`config.mk`:
```
export PLATFORM = sky130hd
export DESIGN_NAME = proc_hazard_scoreboard
export DESIGN_NICKNAME = d
export VERILOG_FILES = /design/src/rtl/proc_hazard_scoreboard.sv
export SDC_FILE = /design/constraint.sdc
export NUM_CORES = 1
export LEC_CHECK = 0
export CORE_ASPECT_RATIO = 2
export CORE_MARGIN = 1.5
export CORE_UTILIZATION = 60
export DETAILED_ROUTE_END_ITERATION = 10
export DONT_BUFFER_PORTS = 1
export PLACE_DENSITY = 0.76
export SLEW_MARGIN = 20
export SYNTH_ARGS = -nofsm -noshare
export SYNTH_HDL_FRONTEND = slang
export SYNTH_SLANG_ARGS = --single-unit
```
`constraint.sdc`:
```
create_clock -name clk -period 11.48 [get_ports clk]
set_clock_uncertainty 0.2 [all_clocks]
set_input_delay 3.444 -clock clk [delete_from_list [all_inputs] [get_ports clk]]
set_output_delay 3.444 -clock clk [all_outputs]
set_load 0.01 [all_outputs]
```
`src/rtl/proc_hazard_scoreboard.sv`:
```
// Hazard unit for the in-order TinyRV pipeline: shift scoreboard, bypass selects, stalls, squashes and perf counters.
// Optional macro PROC_HAZARD_BYPASS_EN enables bypassing; when undefined every RAW match stalls until the producer retires.
module proc_hazard_scoreboard #(
    parameter  int unsigned DEPTH = 3,
    parameter  int unsigned NREGS = 32,
    parameter  int unsigned CNT_W = 32,
    localparam int unsigned AW    = $clog2(NREGS),
    localparam int unsigned SW    = $clog2(DEPTH + 1)
) (
    input  logic             clk,
    input  logic             rst,
    input  logic             val_D,
    input  logic             rs1_en_D,
    input  logic             rs2_en_D,
    input  logic [AW-1:0]    rs1_D,
    input  logic [AW-1:0]    rs2_D,
    input  logic             rf_wen_D,
    input  logic [AW-1:0]    waddr_D,
    input  logic [SW-1:0]    rdy_D,
    input  logic             jump_D,
    input  logic             br_taken_X,
    output logic [SW-1:0]    op1_byp_sel_D,
    output logic [SW-1:0]    op2_byp_sel_D,
    output logic             stall_F,
    output logic             stall_D,
    output logic             squash_F,
    output logic             squash_D,
    output logic [CNT_W-1:0] stall_cnt,
    output logic [CNT_W-1:0] squash_cnt
);

    logic             r_v     [DEPTH];
    logic [AW-1:0]    r_waddr [DEPTH];
    logic [CNT_W-1:0] r_stall_cnt;
    logic [CNT_W-1:0] r_squash_cnt;

    logic [DEPTH-1:0] w_match1;
    logic [DEPTH-1:0] w_match2;
    logic             w_haz1;
    logic             w_haz2;
    logic [SW-1:0]    w_sel1;
    logic [SW-1:0]    w_sel2;
    logic             w_ins;

    always_comb begin
        w_match1 = '0;
        w_match2 = '0;
        for (int unsigned i = 0; i < DEPTH; i++) begin
            w_match1[i] = val_D & rs1_en_D & r_v[i] & (r_waddr[i] == rs1_D);
            w_match2[i] = val_D & rs2_en_D & r_v[i] & (r_waddr[i] == rs2_D);
        end
    end

`ifdef PROC_HAZARD_BYPASS_EN
    logic [SW-1:0] r_rdy [DEPTH];

    // Returns {hazard, sel} for the youngest (lowest index) matching entry only.
    function automatic logic [SW:0] resolve(input logic [DEPTH-1:0] m);
        logic [SW:0] res;
        logic        found;
        res   = '0;
        found = 1'b0;
        for (int unsigned i = 0; i < DEPTH; i++) begin
            if (m[i] && !found) begin
                found = 1'b1;
                if (SW'(i) < r_rdy[i]) res = {1'b1, {SW{1'b0}}};
                else                   res = {1'b0, SW'(i + 1)};
            end
        end
        return res;
    endfunction

    always_comb begin
        {w_haz1, w_sel1} = resolve(w_match1);
        {w_haz2, w_sel2} = resolve(w_match2);
    end

    always_ff @(posedge clk) begin
        r_rdy[0] <= rdy_D;
        for (int unsigned i = 1; i < DEPTH; i++) begin
            r_rdy[i] <= r_rdy[i-1];
        end
    end
`else
    logic w_unused_rdy;

    assign w_unused_rdy = ^rdy_D;

    always_comb begin
        w_haz1 = |w_match1;
        w_haz2 = |w_match2;
        w_sel1 = '0;
        w_sel2 = '0;
    end
`endif

    assign op1_byp_sel_D = w_sel1;
    assign op2_byp_sel_D = w_sel2;
    assign squash_D      = br_taken_X;
    assign stall_D       = (w_haz1 | w_haz2) & ~squash_D;
    assign stall_F       = stall_D;
    assign squash_F      = squash_D | (val_D & jump_D & ~stall_D);
    assign w_ins         = val_D & rf_wen_D & (waddr_D != '0) & ~stall_D & ~squash_D;

    always_ff @(posedge clk) begin
        if (!rst) begin
            for (int unsigned i = 0; i < DEPTH; i++) begin
                r_v[i] <= 1'b0;
            end
        end else begin
            r_v[0] <= w_ins;
            for (int unsigned i = 1; i < DEPTH; i++) begin
                r_v[i] <= r_v[i-1];
            end
        end
    end

    always_ff @(posedge clk) begin
        r_waddr[0] <= waddr_D;
        for (int unsigned i = 1; i < DEPTH; i++) begin
            r_waddr[i] <= r_waddr[i-1];
        end
    end

    always_ff @(posedge clk) begin
        if (!rst) begin
            r_stall_cnt  <= '0;
            r_squash_cnt <= '0;
        end else begin
            if (stall_D && (r_stall_cnt != '1)) begin
                r_stall_cnt <= r_stall_cnt + CNT_W'(1);
            end
            if (squash_F && (r_squash_cnt != '1)) begin
                r_squash_cnt <= r_squash_cnt + CNT_W'(1);
            end
        end
    end

    assign stall_cnt  = r_stall_cnt;
    assign squash_cnt = r_squash_cnt;

endmodule

```
# ---- After elaboration in Yosys (flattened, before gate mapping)
# Memory sizes are Yosys's and may differ from the RTL's.
# Cells that the tools add are included.
dict set report word_totals {
  ff_bits 64
  output_inout_bits 72
  mem_bits_rw 18
  memories 2
  in_bits 25
  elab_cells 52
}
# name depth width read_ports rd_ports_with_merged_regs wr line_no
set mem_list {}
lappend mem_list {r_waddr 3 5 3 0 3 33} ;# logic [AW-1:0] r_waddr [DEPTH];
lappend mem_list {r_v 3 1 3 0 3 32} ;# logic r_v [DEPTH];
dict set report classes {
  n_reduce_logical 5
  muxes 5
  eq_ne 8
  n_bitwise 28
  n_addsub 2
}
# op n
set op_table {}
lappend op_table {{adder 32 x 1 -> 32 bit, second input constant} 2}
lappend op_table {{!= test 32 bit, second input constant} 2}
lappend op_table {{== test 5 bit} 6}
lappend op_table {{bitwise AND 1 bit} 21}
lappend op_table {{OR reduction 3 bit} 2}
lappend op_table {{two-way mux 1 bit} 5}
lappend op_table {{OR 1 bit} 5}
lappend op_table {{nonzero test 5 bit} 1}
lappend op_table {{logical AND 1 bit} 2}
lappend op_table {{inverter 1 bit} 2}

# ---- Depth between registers and ports, before layout
# Gate-level depths: netlist (run 1).
dict set report logic_depth {
  ltp_word 10
  ltp_mapped 10
  depth_no_buf 7
}

# ---- Worst setup path after synthesis (run 1)
# No wires, ideal clock.
dict set report synth_timing {
  path_type {input to output}
  from {in val_D}
  to {out stall_F}
  path_slack_ns 2.916
  required_time_ns 7.836
  stages 8
  n_path_buf 4
  arrival_time_ns 4.920
  cell_sequence {clkbuf_1 > nand4_1 > o22ai_1 > o31ai_2 > clkbuf_1 > buf_2 > inv_1 > buf_4}
}
dict set report synth_between {
  elab_chain_cells 6
  elab_cells_between_ends 18
  cone_classes {bitwise: 16; reduce/logical: 2}
}
# item line_no
set synth_lines {}
lappend synth_lines {{start: declaration} 12} ;# input logic val_D,
lappend synth_lines {{bitwise AND 1 bit, on equally long branches (3 in a row)} {49, 50}}
lappend synth_lines {{OR reduction 3 bit, on equally long branches} {90, 91}}
lappend synth_lines {{OR 1 bit (*)} 100} ;# assign stall_D = (w_haz1 | w_haz2) & ~squash_D;
lappend synth_lines {{bitwise AND 1 bit (*)} 100}
lappend synth_lines {{end: declaration} 24} ;# output logic stall_F,
# Mark *: on every way between the ends. The rest lies on a longest branch, timed or not.

# ---- Final worst setup path (run 1)
dict set report layout_timing {
  from {in rs2_D[0]}
  to {out squash_F}
}
dict set report layout_between {
  elab_chain_cells 8
  elab_cells_between_ends 12
  cone_classes {eq/ne: 3; bitwise: 8; reduce/logical: 1}
}
# item line_no
set layout_lines {}
lappend layout_lines {{start: declaration} 16} ;# input logic [AW-1:0] rs2_D,
lappend layout_lines {{== test 5 bit} 50} ;# w_match2[i] = val_D & rs2_en_D & r_v[i] & (r_waddr[i] == rs2_D);
lappend layout_lines {{bitwise AND 1 bit} 50}
lappend layout_lines {{OR reduction 3 bit (*)} 91} ;# w_haz2 = |w_match2;
lappend layout_lines {{OR 1 bit (*)} 100}
lappend layout_lines {{bitwise AND 1 bit (*)} 100}
lappend layout_lines {{inverter 1 bit (*)} 102} ;# assign squash_F = squash_D | (val_D & jump_D & ~stall_D);
lappend layout_lines {{bitwise AND 1 bit (*)} 102}
lappend layout_lines {{OR 1 bit (*)} 102}
lappend layout_lines {{end: declaration} 26} ;# output logic squash_F,
# Marked as above.

==> results of run 1 <==
==> metrics by stage <==
| stage | area, µm² | worst slack, ns | std cells |
|---|---|---|---|
| floorplan | 4290 | 2.92 | 501 |
| global placement | 4250 | 2.85 | 556 |
| detailed placement | 4250 | 2.78 | 556 |
| CTS | 4590 | 2.77 | 572 |
| global route | 4590 | 2.61 | 572 |
| finish | 4590 | 2.78 | 572 |
==> routing by layer <==
metal,global-route usage [%],vias to the layer above,wire length (µm)
met2,55.4,118,6000
met3,7.61,12,628
met1,28.6,1846,3770
met5,0,-,0
met4,11.5,0,141
li1,-,1840,-
==> worst max path at each step <==
stage | startpoint | to | slack [ns]
detailed placement | rs2_D[0] | squash_F | 2.78
floorplan | val_D | stall_F | 2.92
global route | rs2_D[0] | squash_F | 2.61
CTS | rs2_D[0] | squash_F | 2.77
global placement | rs1_D[4] | squash_F | 2.85
finish | rs2_D[0] | squash_F | 2.78
==> cells in the final DEF, fill, tap and decap left out, types with 2 or more instances in the layout <==
cell                        instances
sky130_fd_sc_hd__ha_1               2
sky130_fd_sc_hd__conb_1             4
sky130_fd_sc_hd__nor2_1             9
sky130_fd_sc_hd__nand4_1           28
sky130_fd_sc_hd__nand2_1           46
sky130_fd_sc_hd__nand3_1           23
sky130_fd_sc_hd__o311ai_0           2
sky130_fd_sc_hd__mux2i_1           19
sky130_fd_sc_hd__o31ai_1           29
sky130_fd_sc_hd__clkbuf_16          9
sky130_fd_sc_hd__o22ai_1            3
sky130_fd_sc_hd__o21a_1             2
sky130_fd_sc_hd__clkinv_2           2
sky130_fd_sc_hd__xnor2_1           30
sky130_fd_sc_hd__or4_1             32
sky130_fd_sc_hd__buf_4              5
sky130_fd_sc_hd__nor4b_1            2
sky130_fd_sc_hd__or3_1             10
sky130_fd_sc_hd__and2_1             4
sky130_fd_sc_hd__o31a_1             2
sky130_fd_sc_hd__inv_1              4
sky130_fd_sc_hd__o41ai_1            6
sky130_fd_sc_hd__nand4b_1           3
sky130_fd_sc_hd__and4_1            12
sky130_fd_sc_hd__and3_1             6
sky130_fd_sc_hd__nor3_1             8
sky130_fd_sc_hd__a21oi_1           41
sky130_fd_sc_hd__nand2b_1          21
sky130_fd_sc_hd__o21ai_0           10
sky130_fd_sc_hd__nor4_1            11
sky130_fd_sc_hd__dfxtp_1           82
sky130_fd_sc_hd__bufinv_16          3
==> critical path: stages <==
cell and delay (ns):
sky130_fd_sc_hd__xnor2_1 0.17, sky130_fd_sc_hd__nand4_1 0.13, sky130_fd_sc_hd__o22ai_1 0.39, sky130_fd_sc_hd__o41a_1 0.23, sky130_fd_sc_hd__buf_4 0.41, sky130_fd_sc_hd__inv_1 0.28
==> state kept, by name, indices dropped and copies added, names as in the netlist <==
signal      flops
squash_cnt     32
r_v             3
stall_cnt      32
r_waddr        15
==> kinds of logic after synthesis <==
group                    count (synthesis)  synth area share, %
AO/OA/AOI/OAI                           97                 14.5
flip-flops                              82                 38.4
buffers and inverters                   45                 5.21
XOR/XNOR                                30                 6.14
adder cells (fa/ha/maj)                  2                0.585
other                                    1               0.0877
multiplexers                            19                 4.45
AND/OR/NAND/NOR                        222                 30.7
==> final cells by class <==
type / count / area [µm²] / area share [%]
Clock buffer: 9 / 225 / 4.90
Clock inverter: 7 / 116 / 2.53
Inverter: 5 / 18.8 / 0.409
Multi-Input combinational cell: 374 / 2440 / 53.1
Sequential cell: 82 / 1640 / 35.7
Tap cell: 90 / 113 / 2.45
Timing Repair Buffer: 5 / 37.5 / 0.817
==> power breakdown <==
group / total (mW) / internal [mW] / switching (mW)
sequential: 0.293 / 0.288 / 0.00439
clock: 0.331 / 0.212 / 0.118
combinational: 0.0236 / 0.0105 / 0.0131
==> run metrics, run 1 <==
height of the die 122 µm; R2R Path End squash_cnt[15]$_SDFFE_PN0P_; Avg Synthesized Cell Area 8.59 µm²; Final Hold Slack around 0.19 ns; final RePlAce weighted congestion 0.896; flip-flop and latch count after synthesis a little over 80; final setup fails 0; total number of vias ~3,800; I/O pins between 90 and 100; Cells on Worst Hold Path 0; data required time at the worst endpoint around 8 ns; r2r setup slk about 8.2 ns; cell type with the highest aggregate area in the netlist sky130_fd_sc_hd__dfxtp_1; number of buffers inserted by post-CTS setup repair 0; number of synthesized flops with an enable pin 0; hold-critical path endpoint r_waddr[0][11]$_DFF_P_; sequential area share after synthesis about two fifths; Worst Setup End Kind output pin; kind of start point of the critical path input pin; list of most frequent post-synthesis cells sky130_fd_sc_hd__dfxtp_1, sky130_fd_sc_hd__nand2_1, sky130_fd_sc_hd__a21oi_1; area of the core region 0.00694 mm²; first drt pass iteration count 4; Post-route DRC 0; worst min path class register to register; maximum frequency from static timing analysis 115 MHz; effective utilization at floorplan approximately three fifths; Max-slew headroom 38.1%; P_leak 1.39 nW; leading post-synthesis cells by cell area sky130_fd_sc_hd__dfxtp_1, sky130_fd_sc_hd__xnor2_1, sky130_fd_sc_hd__or4_1, sky130_fd_sc_hd__o31ai_1, sky130_fd_sc_hd__a21oi_1; H-tree depth reported by CTS 3; count of different cell masters after synthesis 42; Cell Area, Synth 0.00428 mm²; number of nets in the layout 504; Clock Tree Root sky130_fd_sc_hd__clkbuf_16; number of buffers added by the clock tree synthesis step 9; area growth from synthesis to layout 7.40%; share of post-route cells with drive strength above 1 5.39%; clk sink count 82; die footprint ~0.0077 mm²; wire length per cell around 18 µm; worst flop-to-flop path startpoint squash_cnt[11]$_SDFFE_PN0P_; insertion delay of the later-clocked pin in the worst-skew pair between 0.3 and 0.4 ns; # diodes 0; cell depth of the worst flop-to-flop path 7; first-pass GRT wire length between 15,000 and 20,000 µm; YS warnings 0; Finished Core Util around two thirds; hold_sp r_waddr[0][6]$_DFF_P_; clock-pin slew of the registers on the worst-case setup and hold paths 0.06 ns; clock tree buffer depth 2; post-synthesis instance total approximately 500; number of input and output port buffers inserted 0; top-area cell type share of the netlist area 38.4%; TritonCTS clock tree built; aggregate negative setup slack 0 ns; hold-fix buffers at CTS 0; Synth Flop Type sky130_fd_sc_hd__dfxtp_1; Final Hold Violating Endpoints 0; total global routing overflow 0; antenna violations before repair 0; setup repair after global routing missed its margin false; count of filler cells inserted in the layout 590; Total GRT Usage approximately 29%; sum of routed wire length over all layers ~11,000 µm; Avg Vias per Cell roughly 6.7; antenna-violating nets left 0; data arrival time of the critical path 5.06 ns; Design Power about 650 µW; post-layout min period about 8.7 ns; number of pins exceeding their max-slew limit in the final report 0; reported max-cap violation count 0; largest net degree at the start of global routing 54; Pwr Density 141 mW/mm²; Max IR drop VDD roughly 0.00014 V; post-cts gate resize count 0; fraction of synthesis flops using an asynchronous set or reset pin 0%; vias in the first global route 3,800; die width 62.7 µm; count leader, synth sky130_fd_sc_hd__dfxtp_1; HPWL Detailed between 7000 and 8000 µm; worst setup path category input pin to output pin; post-route fraction of the period consumed by the critical path about three quarters; Max Fanout on Critical Path 53; number of core rows 43; iteration-0 DRC count of the detailed router 277; outcome finished, final reports clean; slew at the pin closest to its max-slew limit ~0.9 ns
(Power assumes the default switching activity.)
==> inputs of run 2 (changes only) <==
ABC_AREA = 1   (was default)
clock period = 9 ns   (was 11.48 ns; I/O delays follow)
==> run metrics, run 2 <==
count of different cell masters after synthesis 28; antenna-violating nets left 0; data required time at the worst endpoint roughly 6.1 ns; critical path, cell by cell inv_1, nand2_1, o21ai_0, nor2_1, nand3_1, nand2_1, inv_1, nand2_1, nand2_1, inv_2; R2R Path End stall_cnt[18]$_SDFFE_PN0P_; Avg Vias per Cell ~5.7; final RePlAce weighted congestion just under 1; sequential area share after synthesis ~33%; data arrival time of the critical path slightly below 4 ns; post-route fraction of the period consumed by the critical path between 70% and 80%; most common cell after layout, fill and taps aside sky130_fd_sc_hd__nand2_1; Max-slew headroom about two fifths; Synth Flop Type sky130_fd_sc_hd__dfxtp_1; area of the core region between 0.008 and 0.009 mm²; H-tree depth reported by CTS 3; cell area after layout 0.00525 mm²; placed cell area 0.00494 mm²; capture point of the critical path stall_F; post-synthesis instance total between 700 and 800; share of post-route cells with drive strength above 1 under 10%; first drt pass iteration count 5; wire length per cell approximately 16 µm; Storage cell area approximately 0.0016 mm²; number of buffers inserted by post-CTS setup repair 0; P_leak 2.02 nW; height of the die 132 µm; most frequent cells in the layout sky130_fd_sc_hd__nand2_1, sky130_fd_sc_hd__nor2_1, sky130_fd_sc_hd__nand3_1, sky130_fd_sc_hd__dfxtp_1; worst flop-to-flop path startpoint stall_cnt[1]$_SDFFE_PN0P_; Largest stage delay, worst path roughly 0.48 ns; YS warnings 0; total global routing overflow 0; list of most frequent post-synthesis cells sky130_fd_sc_hd__nand2_1, sky130_fd_sc_hd__nor2_1, sky130_fd_sc_hd__nand3_1; number of pins exceeding their max-slew limit in the final report 0; number of core rows 46; count leader, synth sky130_fd_sc_hd__nand2_1; number of synthesized flops with an enable pin 0; die width ~67 µm; slew at the pin closest to its max-slew limit between 0.8 and 0.9 ns; total number of vias just under 5,000; r2r setup slk between 5 and 6 ns; leading post-synthesis cells by cell area sky130_fd_sc_hd__dfxtp_1, sky130_fd_sc_hd__nand2_1, sky130_fd_sc_hd__nand3_1, sky130_fd_sc_hd__a21oi_1, sky130_fd_sc_hd__nor2_1; Post-route DRC 0; clock tree buffer depth 2; largest net degree at the start of global routing 42; Worst Setup End Kind output pin; maximum frequency from static timing analysis about 150 MHz; clk sink count slightly above 80; number of nets in the layout between 700 and 800; worst min path class register to register; TritonCTS clock tree built; # diodes 0; Finished Layout Cells between 800 and 900; Avg Synthesized Cell Area approximately 6.4 µm²; Design Power 793 µW; insertion delay of the later-clocked pin in the worst-skew pair 0.35 ns; Final Hold Violating Endpoints 0; final setup fails 0; antenna violations before repair 0; hold-fix buffers at CTS 0; setup repair after global routing missed its margin false; reported max-cap violation count 0; Max IR drop VDD 0.0000887 V; Total GRT Usage 31.3%; Clock Tree Root sky130_fd_sc_hd__clkbuf_16; top-area cell type share of the netlist area between 30% and 40%; area growth from synthesis to layout 5.22%; flip-flop and latch count after synthesis 82; kind of start point of the critical path input pin; number of input and output port buffers inserted 0; count of filler cells inserted in the layout around 760; cell type with the highest aggregate area in the netlist sky130_fd_sc_hd__dfxtp_1; most repeated library cell on the critical path sky130_fd_sc_hd__nand2_1; first element of the critical path rs1_D[3]; aggregate negative setup slack 0 ns; effective utilization at floorplan 62.4%; iteration-0 DRC count of the detailed router 362; Cell Area, Synth roughly 0.005 mm²; sum of routed wire length over all layers between 10,000 and 15,000 µm; post-layout min period a little under 7 ns; Max Fanout on Critical Path 34; highest-delay cell along the critical path sky130_fd_sc_hd__inv_2; number of buffers added by the clock tree synthesis step 9; fraction of synthesis flops using an asynchronous set or reset pin 0%; multi-input logic area just under 0.003 mm²; die footprint between 0.008 and 0.009 mm²; post-cts gate resize count 0; worst setup path category input pin to output pin; clock-pin slew of the registers on the worst-case setup and hold paths 0.07 ns; I/O pins 97; cell depth of the worst flop-to-flop path 10; first-pass GRT wire length 21,300 µm; HPWL Detailed just over 10,000 µm; vias in the first global route ~4,500; Pwr Density 151 mW/mm²; outcome finished, final reports clean; # placed instances 846
run 2: layout make-up:
| type | count | share of cell area (%) |
|---|---|---|
| clock buffers | 9 | 4.29 |
| inverters | 68 | 4.86 |
| flip-flops and latches | 82 | 31.3 |
| clock inverters | 7 | 1.60 |
| repair buffers | 2 | 0.286 |
| well taps | 96 | 2.29 |
| multi-input cells | 598 | 55.4 |
run 2: logic make-up (layout without fill, tap and decap cells):
group           Yosys count  in the layout  share of synthesized area (%)
fa+ha+maj                 2              2                          0.501
flops                    82             82                           32.9
simple gates            463            463                           40.5
other cells               1              4                         0.0752
xor+xnor                 53             53                           9.30
compound gates           76             76                           7.67
buf+inv                 100             86                           9.03
run 2: how the worst min path moves through the flow:
stage / start / to / slack (ns) / depth (start not counted)
after global routing: r_waddr[0][9]$_DFF_P_ / r_waddr[0][14]$_DFF_P_ / 0.19 / 0
after CTS: r_waddr[0][9]$_DFF_P_ / r_waddr[0][14]$_DFF_P_ / 0.19 / 0
after floorplan: r_waddr[0][7]$_DFF_P_ / r_waddr[0][12]$_DFF_P_ / 0.16 / 0
after global placement: r_waddr[0][6]$_DFF_P_ / r_waddr[0][11]$_DFF_P_ / 0.17 / 0
after detailed placement: r_waddr[0][9]$_DFF_P_ / r_waddr[0][14]$_DFF_P_ / 0.18 / 0
final: r_waddr[0][9]$_DFF_P_ / r_waddr[0][14]$_DFF_P_ / 0.19 / 0
run 2: critical path: cells and delay by family:
kind | cells | cell delay (ns)
buf+inv | 3 | 0.58
simple gates | 6 | 0.50
compound gates | 1 | 0.08
run 2: per-stage QoR:
step / util [%] / worst slack, ns / hold WS (ns)
final: 65.6 / 2.22 / 0.188
after floorplan: - / 2.42 / 0.161
after global routing: 65.6 / 2.03 / 0.193
after global placement: 61.8 / 2.26 / 0.172
after CTS: 65.6 / 2.23 / 0.188
after detailed placement: 61.8 / 2.24 / 0.179
run 2: report_power, final:
group	total (mW)	switching, mW	internal, mW
Clock	0.385	0.164	0.221
Sequential	0.374	0.00616	0.368
Combinational	0.0335	0.0236	0.00991
Total	0.793	0.194	0.598
run 2: per-layer routing:
metal	vias to the layer above	GRT usage (%)	wire, µm	share of wire [%]
met5	-	0	0	0
met4	0	18.0	685	5.0
met3	47	8.37	866	6.3
met2	175	57.4	7590	55
met1	2268	29.0	4590	33
li1	2459	-	-	-
